`src/rtl/gpr_wb_arbiter_pkg.sv`:
```
// gpr_wb_arbiter_pkg: shared constants and requester encoding for the register write-back path
package gpr_wb_arbiter_pkg;
  localparam int REG_NUM = 32;
  localparam int REG_ADDR_W = 5;
  typedef enum logic {WB_EXU = 1'b0, WB_LSU = 1'b1} wb_req_e;
endpackage

```
`src/rtl/wb_rr_arb2.sv`:
```
// wb_rr_arb2: two-input round-robin arbiter holding the priority bit
import gpr_wb_arbiter_pkg::*;
module wb_rr_arb2 (
  input  logic       clk,
  input  logic       rst,
  input  logic [1:0] req,
  output logic [1:0] gnt
);
  wb_req_e prio_q, prio_d;
  // grant the lone requester, or the prioritised one on contention; hand priority over after a grant
  always_comb begin
    gnt[WB_EXU] = req[WB_EXU] && (!req[WB_LSU] || prio_q == WB_EXU);
    gnt[WB_LSU] = req[WB_LSU] && (!req[WB_EXU] || prio_q == WB_LSU);
    prio_d = gnt[WB_EXU] ? WB_LSU : gnt[WB_LSU] ? WB_EXU : prio_q;
  end
  // priority register, starts at LSU
  always_ff @(posedge clk or negedge rst)
    if (!rst) prio_q <= WB_LSU;
    else prio_q <= prio_d;
endmodule

```
`src/rtl/gpr_wb_arbiter.sv`:
```
// gpr_wb_arbiter: shares the GPR write port between EXU and LSU and tracks pending writes per register
`ifndef XLEN
`define XLEN 32
`endif
import gpr_wb_arbiter_pkg::*;
module gpr_wb_arbiter #(
  parameter int XLEN = `XLEN,
  parameter int CNT_W = 2
) (
  input  logic                  clk,
  input  logic                  rst,
  input  logic                  flush,
  input  logic                  issue_valid,
  input  logic [REG_ADDR_W-1:0] issue_rd,
  output logic                  issue_ready,
  input  logic [REG_ADDR_W-1:0] rs1,
  input  logic [REG_ADDR_W-1:0] rs2,
  output logic                  rs1_busy,
  output logic                  rs2_busy,
  input  logic                  exu_valid,
  input  logic [REG_ADDR_W-1:0] exu_rd,
  input  logic [XLEN-1:0]       exu_data,
  output logic                  exu_ready,
  input  logic                  lsu_valid,
  input  logic [REG_ADDR_W-1:0] lsu_rd,
  input  logic [XLEN-1:0]       lsu_data,
  output logic                  lsu_ready,
  output logic                  rd_wen,
  output logic [REG_ADDR_W-1:0] rd,
  output logic [XLEN-1:0]       x_rd,
  output logic                  sb_empty
);
  localparam logic [CNT_W-1:0] CNT_MAX = '1;
  logic [1:0] req, gnt;
  logic [CNT_W-1:0] cnt_q [REG_NUM];
  logic [CNT_W-1:0] cnt_d [REG_NUM];
  logic iss, com;
  // requests are withheld during flush and while reset is asserted, so nothing is accepted then
  assign req = {lsu_valid && rst && !flush, exu_valid && rst && !flush};
  wb_rr_arb2 u_arb (
    .clk (clk),
    .rst (rst),
    .req (req),
    .gnt (gnt)
  );
  // ready equals grant; the write port carries the granted requester, zero when idle
  always_comb begin
    exu_ready = gnt[WB_EXU];
    lsu_ready = gnt[WB_LSU];
    rd = gnt[WB_EXU] ? exu_rd : gnt[WB_LSU] ? lsu_rd : '0;
    x_rd = gnt[WB_EXU] ? exu_data : gnt[WB_LSU] ? lsu_data : '0;
    rd_wen = |gnt && rd != '0;
  end
  // pending-write counters: issue increments, commit decrements, both to one register cancel out
  always_comb begin
    issue_ready = !(issue_rd != '0 && cnt_q[issue_rd] == CNT_MAX);
    iss = issue_valid && issue_ready && issue_rd != '0 && !flush;
    com = rd_wen;
    rs1_busy = cnt_q[rs1] != '0;
    rs2_busy = cnt_q[rs2] != '0;
    sb_empty = 1'b1;
    for (int i = 0; i < REG_NUM; i++) begin
      sb_empty &= cnt_q[i] == '0;
      cnt_d[i] = (flush || i == 0) ? '0 :
                 (iss && issue_rd == REG_ADDR_W'(i) && !(com && rd == REG_ADDR_W'(i))) ? cnt_q[i] + CNT_W'(1) :
                 (com && rd == REG_ADDR_W'(i) && !(iss && issue_rd == REG_ADDR_W'(i)) && cnt_q[i] != '0) ? cnt_q[i] - CNT_W'(1) :
                 cnt_q[i];
    end
  end
  // scoreboard state, cleared on reset
  always_ff @(posedge clk or negedge rst)
    if (!rst) cnt_q <= '{default: '0};
    else cnt_q <= cnt_d;
endmodule

```
`config.mk`:
```
export PLATFORM = sky130hd
export DESIGN_NAME = gpr_wb_arbiter
export DESIGN_NICKNAME = d
export VERILOG_FILES = /design/src/rtl/gpr_wb_arbiter_pkg.sv /design/src/rtl/wb_rr_arb2.sv /design/src/rtl/gpr_wb_arbiter.sv
export SDC_FILE = /design/constraint.sdc
export NUM_CORES = 1
export LEC_CHECK = 0
export BUFFER_PORTS_ARGS = -buffer_cell sky130_fd_sc_hd__buf_2
export CAP_MARGIN = 20
export CORE_ASPECT_RATIO = 1.2
export CORE_MARGIN = 3
export CORE_UTILIZATION = 55
export CTS_CLUSTER_SIZE = 10
export DETAILED_ROUTE_END_ITERATION = 6
export GPL_TIMING_DRIVEN = 0
export PLACE_DENSITY = 0.81
export SYNTH_ARGS = -nofsm -noshare
export SYNTH_HDL_FRONTEND = slang
export SYNTH_SLANG_ARGS = --single-unit
```
`constraint.sdc`:
```
create_clock -name clk -period 3.4 [get_ports clk]
set_input_delay 0.68 -clock clk [delete_from_list [all_inputs] [get_ports clk]]
set_output_delay 0.68 -clock clk [all_outputs]
set_load 0.005 [all_outputs]
```
[After elaboration in Yosys (flattened, before gate mapping)]
Cells that the tools add are included.
Cells by class
  $add $sub $neg: 62
  magnitude comparators: 3
  eq/ne operators: 63
  multiplexer cells: 108
  bitwise logic cells: 34
  reductions and logical operators: 333
Operator list (count)
  two-way mux 2 bit: 99
  logical AND 1 bit: 166
  equality test 5 bit (second input constant): 32
  nonzero test 3 bit: 31
  equality test 5 x 4 -> 1 bit (second input constant): 16
  nonzero test 2 bit: 34
  zero test 1 bit: 66
  two-way mux 32 bit: 2
  adder 2 x 1 -> 2 bit (second input constant): 31
  zero test 2 bit: 31
  subtractor 2 x 1 -> 2 bit (second input constant): 31
  equality test 5 x 3 -> 1 bit (second input constant): 8
  AND 1 bit: 30
  binary-select mux 2 bit (select 5 bit): 3
  equality test 5 x 2 -> 1 bit (second input constant): 4
  >= comparator 6 bit (second input constant): 3
  inverter 5 -> 6 bit: 3
  equality test 5 x 1 -> 1 bit (second input constant): 2
  two-way mux 5 bit: 2
  nonzero test 5 bit: 2
  equality test 2 bit (second input constant): 1
  logical OR 1 bit: 2
  two-way mux 1 bit: 2
  OR reduction 2 bit: 1
  inverter 1 bit: 1
Storage, ports and cells
  register bits: 63
  bits of input ports: 95
  output and inout port bits: 44
  word-level logic and storage cells: 635

[Logic depth before layout (Yosys ltp)]
  depth after elaboration: 31
  gate-level depth with buffers: 11

[By module]
Synthesis repeated with hierarchy kept, for this count alone.
Second synthesis, totals
  cell total of the unflattened synthesis: 682
  area total of the unflattened synthesis: 5656.7 um2
Modules (own cells, without submodules)
  gpr_wb_arbiter: times used 1, cells each 675, area an instance 5594.1 um2
  wb_rr_arb2: times used 1, cells each 7, area an instance 62.6 um2

[Worst setup path after synthesis]
No wires, ideal clock.
  kind: input to output
  start: in rs1[4]
  end: out rs1_busy
  arrival time: 2279 ps
  setup slack: 441 ps
  stages on the path: 4
  path buffers: 1
  cell sequence: clkbuf_1 -> mux4_2 -> mux4_2 -> mux2i_1
On the way
  longest elaborated chain between the ends: 5
Ends and longest elaborated chain
  from (decl): line gpr_wb_arbiter.sv:16  | input logic [REG_ADDR_W-1:0] rs1,
  inverter 5 -> 6 bit (implied by the code): line gpr_wb_arbiter.sv:59  | rs1_busy = cnt_q[rs1] != '0;
  binary-select mux 2 bit (select 5 bit): line gpr_wb_arbiter.sv:59
  two-way mux 2 bit (implied by the code) (2 in a row): line gpr_wb_arbiter.sv:59
  nonzero test 2 bit: line gpr_wb_arbiter.sv:59
  to (decl): line gpr_wb_arbiter.sv:18  | output logic rs1_busy,
No other way between the ends. The select of a mux whose other input is x is not followed.

[Worst setup path in the final report]
  start: in rst
  end: out rd[4]
On the way
  longest elaborated chain between the ends: 7
  elaborated cells on any way between the ends: 12
  classes of those cells: mux: 2; reduce/logical: 10
Ends and longest elaborated chain
  from (decl): line gpr_wb_arbiter.sv:11  | input logic rst,
  logical AND 1 bit (2 in a row): line gpr_wb_arbiter.sv:39  | assign req = {lsu_valid && rst && !flush, exu_valid && rst && !flush};
  zero test 1 bit: line wb_rr_arb2.sv:13  | gnt[WB_LSU] = req[WB_LSU] && (!req[WB_EXU] || prio_q == WB_LSU);
  logical OR 1 bit: line wb_rr_arb2.sv:13
  logical AND 1 bit: line wb_rr_arb2.sv:13
  two-way mux 5 bit: line gpr_wb_arbiter.sv:50  | rd = gnt[WB_EXU] ? exu_rd : gnt[WB_LSU] ? lsu_rd : '0;
  two-way mux 5 bit *: line gpr_wb_arbiter.sv:50
  to (decl): line gpr_wb_arbiter.sv:29  | output logic [REG_ADDR_W-1:0] rd,
Every way passes the cells marked *; elsewhere a longest branch is shown, timed or not.

==> impl_metrics.csv <==
group,metric,value,unit
timing,min_period,3.32,ns
synthesis,ys_seq_elements,63,
synthesis,syn_area,5640,um^2
critical_path,worst-path-max-fanout,33,
critical_path,cp-end-kind,"output pin",
timing,rsz0062_at_grt,"false",
cts,worstSkewPairLatency,0.34,ns
grt,antenna_found_initial,0,
synthesis,seq_area_frac_synth,0.280,
finish,fin_nets,880,
placement,dp_hpwl,16200,um
route,drt-wirelength-per-cell,24.1,um
cts,clockBufferDepth,2,
power_and_ir_drop,power.share.clock,0.468,
die,initial_utilization,0.577,
power_and_ir_drop,p_comb_frac,0.175,
route,drcViolationCount,0,
timing,fmaxAchievable,301,MHz
synthesis,synth_area_leaders,"dfrtp_1 (28%), mux4_2 (13%), a22o_1 (5.0%)",
finish,ff_latch_area,1580,um^2
power_and_ir_drop,sw_frac_of_total,0.282,
die,dieHeight,117,um
cts,postCtsHoldBufs,0,
synthesis,synthesis.nets,739,
synthesis,syn_inst,644,
route,vias_per_cell,7.20,
route,routed_wl,22000,um
timing,maxSlewHeadroom,0.263,
cts,root_buffer,"clkbuf_16",
cts,postCtsSetupBuffers,0,
power_and_ir_drop,p_int,1550,uW
timing,hold_viol,0,
critical_path,r2r_cells,7,
outcome,status,"finished, final reports clean",
grt,grt_pass1_wl,33300,um
synthesis,synth_edf_count,0,
finish,multi_input_area,3800,um^2
grt,grt_max_degree,66,
timing,slew_violations,0,
placement,io_buffers,130,
route,vias,6575,
synthesis,async_flop_share,1.00,
die,die_w,98.4,um
route,ant_nets,0,
cts,path_clk_slew,0.05,ns
power_and_ir_drop,p_seq_frac,0.356,
route,drt_iter0_drc,697,
cts,htree_levels,3,
die,num_rows,39,
finish,num-fill-cells,819,
run,max_cap_viol_count,0,
timing,tightest_slew,1.11,ns
finish,diodes,0,
synthesis,syn-mean-instance-area,8.75,um^2
grt,grt_pass1_vias,6283,
route,firstDrtPassIters,5,
placement,gp_routability_congestion,1.03,
power_and_ir_drop,p_leak,0.00300,uW
critical_path,cp-start-kind,"input port",
cts,cts_buffers,9,
hold_path,hp-class,"input port to asynchronous set/reset pin",
synthesis,synth_top_cell_by_area,"dfrtp_1",
critical_path,critPathKind,"input port to output pin",
timing,setup_viol,0,
finish,drive_gt1_frac,0.277,
die,core_area,9760,um^2
finish,postLayoutCoreUtil,0.698,
synthesis,yosys_warnings,0,
cts,cts_tree,"built",
finish,synthToLayoutAreaGrowth,20.8,%
critical_path,crit_required,2.72,ns
synthesis,synth_cell_types,72,
die,ios,139,
critical_path,arrival,2.64,ns
grt,grt_usage,0.373,
synthesis,synth_top_cell_area_share,0.275,
power_and_ir_drop,powerDensity,316,nW/um^2
power_and_ir_drop,switchingPower,606,uW
cts,clock_sinks,63,
timing,finClkSkew,0.00766,ns
timing,period_share,0.976,
power_and_ir_drop,max-vdd-ir-drop,0.255,mV
die,die_area,11500,um^2
grt,grt_overflow,0,
synthesis,ys.flop_type,"dfrtp_1",
power_and_ir_drop,power.total,2150,uW
-- critical path: stages --
cell and delay (ns):
buf_16 0.16, and3b_1 0.19, clkbuf_1 0.17, nand2_1 0.16
inv_2 0.11, a22oi_4 0.49, inv_2 0.23, buf_2 0.25
buf_2 0.15
-- Yosys cell counts (10+ instances only) --
| cell type | n |
|---|---|
| nand2_1 | 32 |
| mux4_2 | 32 |
| nor3_1 | 10 |
| nand4_1 | 15 |
| clkbuf_1 | 25 |
| a211oi_1 | 33 |
| inv_1 | 14 |
| nand3_1 | 43 |
| dfrtp_1 | 62 |
| and3_1 | 15 |
| a21oi_1 | 41 |
| nor2_1 | 71 |
| and4_1 | 12 |
| o21ai_0 | 35 |
| a22o_1 | 32 |
| and2_1 | 13 |
-- state kept, by name, summed over array words and instances (netlist names) --
signal and flops:
u_arb.prio_q 1, cnt_q 62
-- cells by family (layout without fill, tap and decap cells) --
family                    count (synthesis)  after routing  share of synthesized area
muxes                                    42             42                      0.147
DFF                                      63             63                      0.280
and+or+nand+nor                         259            259                      0.247
buffers and inverters                    60            206                     0.0471
xor gates and xnor gates                  9              9                     0.0140
AOI/OAI and AO/OA                       211            211                      0.265
-- timing repair --
item | in CTS | in global routing
setup endpoints to repair | 53 | 8
resized for setup | 5 | 2
cloned | 0 | 1
pin swaps | 0 | 0
-- cells in the final DEF (no fill, tap or decap), types with 7 or more instances in the layout --
cell type    n
a211oi_1    33
a21o_1       7
a21oi_1     41
a22o_1      32
a31oi_1      9
and2_1      13
and3_1      15
and4_1      12
buf_2      136
clkbuf_1    25
clkbuf_16   10
dfrtp_1     62
inv_1       14
mux4_2      32
nand2_1     32
nand2b_1     9
nand3_1     43
nand4_1     15
nor2_1      71
nor3_1      10
nor3b_1      7
o21ai_0     35
-- path summary, 6_finish.rpt --
path,start,end,slack (ns)
setup / recovery,rst,rd[4],0.08
hold / removal,rst,cnt_q[24]$_DFFE_PN0P_,0.18
setup reg to reg,u_arb.prio_q$_DFFE_PN1P_,cnt_q[18]$_DFFE_PN0P_,0.61
hold reg to reg,u_arb.prio_q$_DFFE_PN1P_,u_arb.prio_q$_DFFE_PN1P_,0.52
max in group asynchronous,rst,u_arb.prio_q$_DFFE_PN1P_,2.97
min in group clk,u_arb.prio_q$_DFFE_PN1P_,u_arb.prio_q$_DFFE_PN1P_,0.52
-- final cells by class --
| class | instances | share of cell area |
|---|---|---|
| buffer | 41 | 0.0290 |
| clock buffer | 10 | 0.0336 |
| clock inverter | 6 | 0.0125 |
| inverter | 18 | 0.00992 |
| multi-input combinational | 521 | 0.558 |
| sequential | 63 | 0.232 |
| tap | 123 | 0.0226 |
| timing repair buffer | 131 | 0.103 |
-- layer usage --
layer | global-route usage | vias to the layer above | wire, um
met5 | 0 | - | 0
met4 | 0.219 | 0 | 1490
met3 | 0.0800 | 130 | 2220
met2 | 0.651 | 502 | 10700
met1 | 0.425 | 3142 | 7610
li1 | - | 2801 | -
-- power groups by stage --
stage	Clock, uW	Combinational, uW	Sequential (uW)
6_report	1010	377	767
5_1_grt	1030	401	768
4_1_cts	1000	365	766
3_5_place_dp	0	360	780
3_3_place_gp	0	353	779
2_1_floorplan	0	191	777
-- stage by stage --
| step | TNS (ns) | cell area (um^2) | setup WS [ns] | instances | hold WS, ns |
|---|---|---|---|---|---|
| final | 0 | 6810 | 0.0801 | 913 | 0.177 |
| after global routing | 0 | 6810 | 0.0108 | 913 | 0.181 |
| after CTS | 0 | 6780 | 0.0677 | 913 | 0.250 |
| after detailed placement | -20.96 | 6440 | -0.748 | 897 | 0.516 |
| after global placement | -60.11 | 6440 | -1.10 | 897 | 0.507 |
| after floorplan | 0 | 5640 | 0.441 | 644 | 0.384 |
No activity file was read; power rests on OpenSTA's default activity.
